===== src/rtl/adder_pkg.sv =====
// Shared definitions for the bit-serial adder: FSM state encodings and the
// counter-width helper.
package adder_pkg;

    typedef enum logic [1:0] {
        ST_IDLE = 2'd0,
        ST_ADD  = 2'd1,
        ST_DONE = 2'd2
    } state_t;

    // Bits needed to count 0..width-1; never narrower than one bit.
    function automatic int CNT_W(input int width);
        return (width <= 2) ? 1 : $clog2(width);
    endfunction

endpackage


===== src/rtl/full_add_bit.sv =====
// One-bit full adder from two half-add cells, owning the serial carry flop.
// The carry loads the carry-in at the start of an operation and advances per bit.
module full_add_bit (
    input  logic clk,
    input  logic rst,
    input  logic load_i,
    input  logic load_val_i,
    input  logic en_i,
    input  logic a_i,
    input  logic b_i,
    output logic s_o,
    output logic carry_d_o,
    output logic carry_q_o
);

    logic p_bit;
    logic g0_bit;
    logic g1_bit;
    logic carry_q;
    logic carry_d;

    half_add u_ha0 (
        .a_i (a_i),
        .b_i (b_i),
        .s_o (p_bit),
        .c_o (g0_bit)
    );

    half_add u_ha1 (
        .a_i (p_bit),
        .b_i (carry_q),
        .s_o (s_o),
        .c_o (g1_bit)
    );

    assign carry_d   = g0_bit | g1_bit;
    assign carry_d_o = carry_d;
    assign carry_q_o = carry_q;

    always_ff @(posedge clk) begin
        if (rst) begin
            carry_q <= 1'b0;
        end else if (load_i) begin
            carry_q <= load_val_i;
        end else if (en_i) begin
            carry_q <= carry_d;
        end
    end

endmodule


===== src/rtl/half_add.sv =====
// Combinational half-add cell: sum and carry of two bits.
module half_add (
    input  logic a_i,
    input  logic b_i,
    output logic s_o,
    output logic c_o
);

    assign s_o = a_i ^ b_i;
    assign c_o = a_i & b_i;

endmodule


===== src/rtl/serial_adder_fsm.sv =====
// Bit-serial WIDTH-bit adder: loads operands on start, adds LSB-first one bit
// per clock, then presents sum/cout with a one-cycle done pulse.
module serial_adder_fsm
    import adder_pkg::*;
#(
    parameter int WIDTH = 8
) (
    input  logic             clk,
    input  logic             rst,
    input  logic             start,
    input  logic [WIDTH-1:0] a,
    input  logic [WIDTH-1:0] b,
    input  logic             cin,
    output logic [WIDTH-1:0] sum,
    output logic             cout,
    output logic             busy,
    output logic             done
);

    localparam int CW = CNT_W(WIDTH);

    state_t             state_q;
    logic [WIDTH-1:0]   a_sh_q;
    logic [WIDTH-1:0]   b_sh_q;
    logic [WIDTH-2:0]   ps_q;
    logic [WIDTH-1:0]   ps_full;
    logic [WIDTH-1:0]   sum_q;
    logic [CW-1:0]      cnt_q;
    logic               cout_q;
    logic               busy_q;
    logic               done_q;

    logic               load;
    logic               fa_en;
    logic               s_bit;
    logic               carry_d;
    logic               carry_q;
    logic               last_bit;

    assign load     = (state_q == ST_IDLE) && start;
    assign fa_en    = (state_q == ST_ADD);
    assign last_bit = (cnt_q == CW'(WIDTH - 1));

    // Partial sum including the bit produced this cycle; on the last bit it is the result.
    assign ps_full  = {s_bit, ps_q};

    full_add_bit u_fa (
        .clk        (clk),
        .rst        (rst),
        .load_i     (load),
        .load_val_i (cin),
        .en_i       (fa_en),
        .a_i        (a_sh_q[0]),
        .b_i        (b_sh_q[0]),
        .s_o        (s_bit),
        .carry_d_o  (carry_d),
        .carry_q_o  (carry_q)
    );

    always_ff @(posedge clk) begin
        if (rst) begin
            state_q <= ST_IDLE;
            a_sh_q  <= '0;
            b_sh_q  <= '0;
            ps_q    <= '0;
            sum_q   <= '0;
            cnt_q   <= '0;
            cout_q  <= 1'b0;
            busy_q  <= 1'b0;
            done_q  <= 1'b0;
        end else begin
            case (state_q)
                ST_IDLE: begin
                    if (start) begin
                        a_sh_q  <= a;
                        b_sh_q  <= b;
                        cnt_q   <= '0;
                        busy_q  <= 1'b1;
                        state_q <= ST_ADD;
                    end
                end
                ST_ADD: begin
                    a_sh_q <= a_sh_q >> 1;
                    b_sh_q <= b_sh_q >> 1;
                    ps_q   <= ps_full[WIDTH-1:1];
                    if (last_bit) begin
                        sum_q   <= ps_full;
                        cout_q  <= carry_d;
                        busy_q  <= 1'b0;
                        done_q  <= 1'b1;
                        cnt_q   <= '0;
                        state_q <= ST_DONE;
                    end else begin
                        cnt_q <= cnt_q + CW'(1);
                    end
                end
                ST_DONE: begin
                    done_q  <= 1'b0;
                    state_q <= ST_IDLE;
                end
                default: begin
                    busy_q  <= 1'b0;
                    done_q  <= 1'b0;
                    state_q <= ST_IDLE;
                end
            endcase
        end
    end

    assign sum  = sum_q;
    assign cout = cout_q;
    assign busy = busy_q;
    assign done = done_q;

    // carry_q is observed through the full adder; keep it referenced for readability.
    logic carry_unused;
    assign carry_unused = carry_q;

endmodule


===== config.mk =====
export PLATFORM = sky130hd
export DESIGN_NAME = serial_adder_fsm
export DESIGN_NICKNAME = d
export VERILOG_FILES = /design/src/rtl/adder_pkg.sv /design/src/rtl/full_add_bit.sv /design/src/rtl/half_add.sv /design/src/rtl/serial_adder_fsm.sv
export SDC_FILE = /design/constraint.sdc
export NUM_CORES = 1
export LEC_CHECK = 0
export ABC_CLOCK_PERIOD_IN_PS = 1800
export BUFFER_PORTS_ARGS = -buffer_cell sky130_fd_sc_hd__buf_2
export CAP_MARGIN = 20
export CORE_ASPECT_RATIO = 0.6
export CORE_MARGIN = 2
export CORE_UTILIZATION = 24
export CTS_CLUSTER_DIAMETER = 80
export DETAILED_ROUTE_END_ITERATION = 8
export PLACE_DENSITY = 0.38
export SLEW_MARGIN = 20
export SYNTH_ARGS = -nofsm -noshare
export SYNTH_HDL_FRONTEND = slang
export SYNTH_SLANG_ARGS = --single-unit

===== constraint.sdc =====
create_clock -name clk -period 1.8 [get_ports clk]
set_input_delay 0.18 -clock clk [delete_from_list [all_inputs] [get_ports clk]]
set_output_delay 0.18 -clock clk [all_outputs]
set_load 0.05 [all_outputs]

## Word level (Yosys, flattened, before mapping)

Index checks and enable logic that the tools add are counted.

- Add/sub/neg operators: 1
- Equal/unequal tests: 5
- Muxes and demuxes: 17
- Bitwise operators: 7
- Reductions and logical operators: 9

Operators by type and width:

| cell | number |
|---|---|
| 8-bit case mux with 2 select lines | 2 |
| 8-bit two-way mux | 2 |
| 2-bit AND reduction | 4 |
| 3-bit two-way mux | 2 |
| 3-bit case mux with 2 select lines | 1 |
| 1-bit two-way mux | 5 |
| 2-bit two-way mux | 2 |
| 2-bit case mux with 2 select lines | 1 |
| 2-bit nonzero test | 2 |
| 3-bit by 1-bit adder with 3-bit output (second input constant) | 1 |
| 3-bit == test (second input constant) | 1 |
| 1-bit case mux with 3 select lines | 1 |
| 3-bit AND reduction | 1 |
| 1-bit AND | 2 |
| 2-bit by 1-bit == test with 1-bit output (second input constant) | 1 |
| 2-bit == test (second input constant) | 1 |
| 2-bit zero test | 1 |
| 2-bit by 1-bit inequality test with 1-bit output (second input constant) | 1 |
| 2-bit inequality test (second input constant) | 1 |
| 1-bit inverter | 2 |
| 1-bit case mux with 2 select lines | 1 |
| 1-bit XOR | 2 |
| 1-bit logical AND | 1 |
| 1-bit OR | 1 |

- Register bits after elaboration: 40
- Bits of input ports: 20
- Word-level logic and storage cells: 49

## Longest topological paths before layout

Gate-level depths: netlist of run 1.

- Depth after elaboration: 5
- Gate-level depth with buffers: 6
- Gate-level depth less buffers: 5

## Cells and area by module

A second synthesis of run 1 with hierarchy kept.

- Cell total of the unflattened synthesis: 183
- Area total of the unflattened synthesis: 1731.7 um^2

By module, submodules not included:

| module | instances | cells each | area an instance (um^2) |
|---|---|---|---|
| serial_adder_fsm | 1 | 175 | 1640.3 |
| full_add_bit | 1 | 6 | 66.3 |
| half_add | 2 | 1 | 12.5 |

## Worst setup path after synthesis of run 1

Ideal clock, no wire load.

- Path type: reg2reg
- Start: reg cnt_q[0]
- End: reg sum_q[7] (netlist: sum[7])
- Library setup time: 0.141 ns
- Arrival time: 1.132 ns
- Setup slack: 0.527 ns
- Stages on the path, launching flop included: 7
- Buffers on the path: 1
- Clock period less this slack: 1.273 ns
- Path through: dfxtp_1 > ha_1 > ha_1 > and3b_1 > buf_2 > nand2_1 > a21oi_1

- Longest elaborated chain between the ends: 2

Ends and longest elaborated chain:

| what | RTL line | RTL |
|---|---|---|
| start, declared | serial_adder_fsm.sv:28 | `logic [CW-1:0] cnt_q;` |
| start signal, assigned | serial_adder_fsm.sv:94 | `cnt_q <= cnt_q + CW'(1);` |
| 3-bit == test | serial_adder_fsm.sv:42 | `assign last_bit = (cnt_q == CW'(WIDTH - 1));` |
| 2-bit AND reduction (no source line) | -- |  |
| end signal, assigned | serial_adder_fsm.sv:87 | `sum_q <= ps_full;` |
| end, declared | serial_adder_fsm.sv:27 | `logic [WIDTH-1:0] sum_q;` |

No other way between the ends.
A chain may end at the register's enable or synchronous reset.

## Final worst setup path of run 1

- Start: reg cnt_q[0]
- End: reg sum_q[0] (netlist: sum[0])

The elaborated chain is that of the path after synthesis.

==> summary.txt, run 1 <==
Route
  • Antenna viol nets, final: 0
  • Drt drc: 0
  • Initial DRT Pass Iterations: 4
  • Vias: around 1200
  • Routed WL per cell: 12.2 um
  • Mean number of vias per cell: ~4.2
  • Iter 0 DRT Violations: between 80 and 90
  • Routed WL: between 3 and 4 mm

Setup path
  • Critical Path Max Stage Delay: 370 ps
  • Crit end category: flop
  • Worst-path maximum fanout: 11
  • WP data arrival: 1640 ps
  • R2r setup slk: 310 ps
  • CP dominant cell by count: ha_1
  • Crit Path Category: flop to flop
  • Crit path cell chain: ha_1 > ha_1 > nand3b_1 > nand2_1 > a21oi_1
  • CP Data Required Time: 1950 ps
  • Critical-path top delay cell: nand3b_1
  • Worst Setup Start Kind: flop

Global routing
  • Global route overflow: 0
  • Largest net degree at the start of global routing: 24
  • Initial antenna violation count: 0
  • Vias in the first global route: roughly 1200
  • First-pass GRT wire length: between 6 and 7 mm
  • Total track usage: 0.104

Clocking
  • CTS HTree Levels: 2
  • Clock buffer depth: 2
  • Cts repair resizes: 0
  • CTS tree: built
  • Clk sinks: 40
  • Clock transition at path regs: about 60 ps
  • Worst-Skew Late Latency: around 280 ps
  • CTS buffer count: 5
  • Hold-fix buffers, CTS: 0
  • Clock Root Buffer: clkbuf_16
  • Post-CTS setup buffer count: 0

Placement
  • Placer Congestion: just under 0.7
  • Placed cell area: between 1500 and 2000 um2
  • Detail Placement HPWL: roughly 2.4 mm
  • Number of port buffers: 30

Die
  • Initial Util: 0.248
  • Die Width: ~110 um
  • Num ports: 31
  • Full die area: 7640 um2
  • Chip height: 68.5 um
  • Core box area: around 6700 um2
  • Core Rows: 23

Pwr
  • Max IR drop VDD: 459 uV
  • Power Density: about 1100 nW/um2
  • Static leakage: about 0.8 nW

Timing
  • RSZ-0062 raised after global routing: false
  • Least-Margin Pin Slew: slightly above 700 ps
  • Pins Over Slew Limit: 0
  • Final Hold Viols: 0
  • Post-layout min period: ~1500 ps
  • Worst hold slack: ~150 ps
  • Final setup viols: 0
  • Rel. slew slack: 0.518
  • F_max: slightly below 700 MHz
  • Worst Clk Skew: 7.21 ps
  • Total negative slack: 0 ps
  • Period utilization: 0.825

Synthesis
  • Seq/Total Area, Yosys: 0.481
  • Synthesized area: 1660 um2
  • Ys Warns: 0
  • Yosys cell types: 24
  • FF+latch count, synth: 40
  • Cells after Synth: ~180
  • Avg Cell Area, Syn: between 9 and 10 um2
  • Post-Syn Nets: between 150 and 200

Final layout
  • Layout net count: roughly 230
  • Final core occ: 0.306
  • Final Instance Area: approximately 2100 um2
  • Area added between synthesis and finish: 23.2%
  • Commonest cells after routing, fill and taps aside: 40 x dfxtp_1, 32 x nand2_1, 30 x buf_2
  • # diodes: 0
  • Most common cell after layout, fill and taps aside: dfxtp_1
  • Layout filler cell count: 739
  • Layout cell share with drive strength beyond 1: 0.263

Outcome
  • Status: finished, final reports clean

Hold path
  • Worst Hold Class: input pin to flop

Run
  • MaxCap Viol Count: 0
## routing by layer
metal	wire length, um	global-route usage
met5	0	0
met4	48	0.0370
met3	182	0.0428
met2	1290	0.141
met1	2050	0.148
## kinds of logic (layout without fill, tap and decap cells)
family                     Yosys count  after routing  share of synthesized area
muxes                               14             14                     0.0842
and+or+nand+nor                     64             64                      0.163
AOI/OAI and AO/OA                   41             41                      0.190
buffers and inverters               14             43                     0.0541
DFF                                 40             40                      0.481
adders and majority gates            3              3                     0.0271
## report_power, final
part | internal, mW | leakage (nW) | switching (mW)
Clock | 0.651 | 0.0798 | 0.361
Sequential | 0.927 | 0.327 | 0.0248
Combinational | 0.0885 | 0.411 | 0.111
## synth_stat cells, drive strengths merged
cell	count	area, um2
dfxtp	40	801
nand2	32	120
nor2	23	86.3
a21oi	18	90.1
a211oi	15	163
mux2i	14	140
buf	11	78.8
a22oi	5	37.5
clkbuf	3	11.3
ha	2	25.0
nand2b	2	12.5
nor3b	2	15.0
and3b	1	8.76
fa	1	20.0
nand3b	1	7.51
nor2b	1	6.26
nor4	1	6.26
nor4b	1	8.76
o21ai	1	5.00
o21ba	1	10.0
o21bai	1	11.3
## registers in the layout (all words and copies together) (netlist names)
register / count
state_q: 2
sum: 8
cnt_q: 3
busy: 1
a_sh_q: 8
cout: 1
ps_q: 7
u_fa.carry_q_o: 1
b_sh_q: 8
done: 1
## cell type report
| class | count | area [um2] | share of cell area |
|---|---|---|---|
| Sequential cell | 40 | 801 | 0.390 |
| Clock buffer | 5 | 125 | 0.0610 |
| Multi-Input combinational cell | 122 | 773 | 0.377 |
| Clock inverter | 3 | 42.5 | 0.0207 |
| Timing Repair Buffer | 35 | 200 | 0.0976 |
| Tap cell | 87 | 109 | 0.0531 |
## metrics by stage
| stage | std cells | total power [mW] | setup WS, ps |
|---|---|---|---|
| after floorplan | 176 | 1.12 | 527 |
| after global placement | 284 | 1.18 | 287 |
| after detailed placement | 284 | 1.17 | 292 |
| after CTS | 292 | 2.20 | 285 |
| after global routing | 292 | 2.27 | 124 |
| final | 292 | 2.16 | 314 |
## final timing paths
path,to,cells after the start,startpoint
worst min register to register,sum[2],2,sum[2]
worst max register to register,sum[0],5,cnt_q[0]
worst min-delay path,b_sh_q[7],3,b[7]
worst max-delay path,sum[0],5,cnt_q[0]
## worst max-delay path: cells and delay by family, from the launching register on
kind / cells / cell delay [ps]
flip-flops: 1 / 360
adder cells (fa/ha/maj): 2 / 380
AO/OA/AOI/OAI: 1 / 80
AND/OR/NAND/NOR: 2 / 550
(Power assumes the default switching activity.)
==> run 2, diff against run 1 <==
ABC_CLOCK_PERIOD_IN_PS = 1300   (was 1800)
PLACE_DENSITY = 0.39   (was 0.38)
clock period = 1.3 ns   (was 1.8 ns; I/O delays follow)
==> run 2 against run 1 <==
Against the previous run: sequential cell count unchanged; largest power group unchanged; highest routed layer unchanged; combinational power rose by 54%; sequential power increased by 39%; non-clock buffer count up 8; power increased by 44%.
==> summary.txt, run 2 (synthesis gave the netlist of run 1 again) <==
Clocking
  • Hold-fix buffers, CTS: 0 (unchanged)
  • CTS HTree Levels: 2 (unchanged)
  • Clock buffer depth: 2 (unchanged)
  • Worst-Skew Late Latency: 280 ps (about the same)
  • Clk sinks: 40 (unchanged)
  • CTS buffer count: 5 (unchanged)
  • Clock Root Buffer: clkbuf_16 (unchanged)
  • CTS tree: built (unchanged)
  • Clock transition at path regs: 60 ps (about the same)
  • Post-CTS setup buffer count: 0 (unchanged)

Global routing
  • Initial antenna violation count: 0 (unchanged)
  • Total track usage: 0.104 (about the same)
  • Vias in the first global route: 1276 (was 1190)
  • First-pass GRT wire length: 6.14 mm (was 6.13 mm)
  • Global route overflow: 0 (unchanged)
  • Largest net degree at the start of global routing: 21 (was 24)

Timing
  • Period utilization: 0.927 (was 0.825)
  • Final Hold Viols: 0 (unchanged)
  • Final setup viols: 0 (unchanged)
  • Least-Margin Pin Slew: 351 ps (was 722 ps)
  • Rel. slew slack: 0.759 (was 0.518)
  • F_max: 830 MHz (was 673 MHz)
  • Pins Over Slew Limit: 0 (unchanged)
  • Post-layout min period: 1200 ps (was 1490 ps)
  • Worst Clk Skew: 2.66 ps (was 7.21 ps)
  • RSZ-0062 raised after global routing: false (unchanged)
  • Final WS setup: 95.3 ps (was 314 ps)

Die
  • Core Rows: 23 (unchanged)
  • Full die area: 7640 um2 (unchanged)
  • Chip height: 68.5 um (unchanged)
  • Die Width: 112 um (unchanged)
  • Initial Util: 0.248 (unchanged)
  • Core box area: 6710 um2 (unchanged)
  • Num ports: 31 (unchanged)

Final layout
  • Most common cell after layout, fill and taps aside: dfxtp_1 (unchanged)
  • Layout filler cell count: 694 (was 739)
  • # diodes: 0 (unchanged)
  • Area added between synthesis and finish: 31.9% (was 23.2%)
  • Commonest cells after routing, fill and taps aside: 38 x dfxtp_1, 32 x nand2_1, 30 x buf_2 (was 40 x dfxtp_1, 32 x nand2_1, 30 x buf_2)
  • Layout cell share with drive strength beyond 1: 0.327 (was 0.263)
  • Final core occ: 0.327 (was 0.306)
  • Layout net count: 236 (was 227)

Route
  • Antenna viol nets, final: 0 (unchanged)
  • Mean number of vias per cell: 4.29 (was 4.25)
  • Drt drc: 0 (unchanged)
  • Routed WL: 3.66 mm (was 3.57 mm)
  • Iter 0 DRT Violations: 61 (was 81)
  • Initial DRT Pass Iterations: 4 (unchanged)
  • Vias: 1291 (was 1240)
  • Routed WL per cell: 12.2 um (about the same)

Setup path
  • Critical Path Max Stage Delay: 330 ps (was 370 ps)
  • Crit path cell chain: ha_2 > ha_4 > and3b_1 > nand2_1 > a21oi_1 (was ha_1 > ha_1 > nand3b_1 > nand2_1 > a21oi_1)
  • Crit Path Category: flop to flop (unchanged)
  • Crit end category: flop (unchanged)
  • CP Data Required Time: 1510 ps (was 1950 ps)
  • Critical-path top delay cell: dfxtp_1 (was nand3b_1)
  • Worst Setup Start Kind: flop (unchanged)
  • WP data arrival: 1420 ps (was 1640 ps)
  • Worst-path maximum fanout: 4 (was 11)

Hold path
  • Worst Hold Class: input pin to flop (unchanged)

Placement
  • Placer Congestion: 0.688 (was 0.689)
  • Detail Placement HPWL: 2.56 mm (was 2.44 mm)
  • Post-Place Worst Slack: -76.2 ps (was 292 ps)
  • Number of port buffers: 30 (unchanged)

Run
  • MaxCap Viol Count: 0 (unchanged)

Outcome
  • Status: finished, final reports clean (unchanged)

Pwr
  • Static leakage: 0.882 nW (was 0.818 nW)
  • Power Density: 1420 nW/um2 (was 1050 nW/um2)
  • Max IR drop VDD: 526 uV (was 459 uV)
  • Pwr Total: 3.12 mW (was 2.16 mW)
-- run 2: final timing paths --
kind                             endpoint     start  slack [ps]  cells past startpoint
worst max-delay path               sum[0]  cnt_q[0]         100                      5
worst min-delay path            a_sh_q[7]      a[7]          90                      3
worst max register to register     sum[0]  cnt_q[0]         100                      5
worst min register to register     sum[3]    sum[3]         450                      2
-- run 2: final cells by class --
class / count / area [um2] / area share
multi-input cells: 123 / 807 / 0.368
flip-flops and latches: 40 / 803 / 0.366
clock inverters: 1 / 30.0 / 0.0137
well taps: 87 / 109 / 0.0496
repair buffers: 43 / 293 / 0.133
clock buffers: 7 / 153 / 0.0696
-- run 2: through the flow --
step | setup TNS [ps] | hold slack, ps | instance area, um2 | instances
2_1_floorplan | 0 | 278 | 1660 | 176
5_1_grt | 0 | 103 | 2190 | 301
3_3_place_gp | -335 | 374 | 1970 | 292
6_report | 0 | 86.8 | 2190 | 301
4_1_cts | 0 | 85.9 | 2150 | 300
3_5_place_dp | -581 | 375 | 1970 | 292
-- run 2: repair_timing --
item	4_1_cts	5_1_grt
gates resized for setup	1	11
gates cloned	0	1
setup endpoints to repair	9	21
pin swaps	0	2
-- run 2: layer usage --
layer,share of wire,up-vias,track usage
met1,0.55,578,0.143
met4,0.0071,0,0.0324
met3,0.042,2,0.0332
met5,0,-,0
met2,0.40,27,0.158
li1,-,684,-
-- run 2: where the power goes --
part	total (mW)	switching, mW	internal [mW]	leakage [nW]
Combinational	0.306	0.161	0.145	0.464
Clock	1.49	0.482	1.01	0.0901
Sequential	1.32	0.0341	1.28	0.328
-- run 2: critical path, delay by kind of cell (launching register included) --
family | cells | cell delay [ps]
and+or+nand+nor | 2 | 360
adders and majority gates | 2 | 340
DFF | 1 | 330
AOI/OAI and AO/OA | 1 | 110
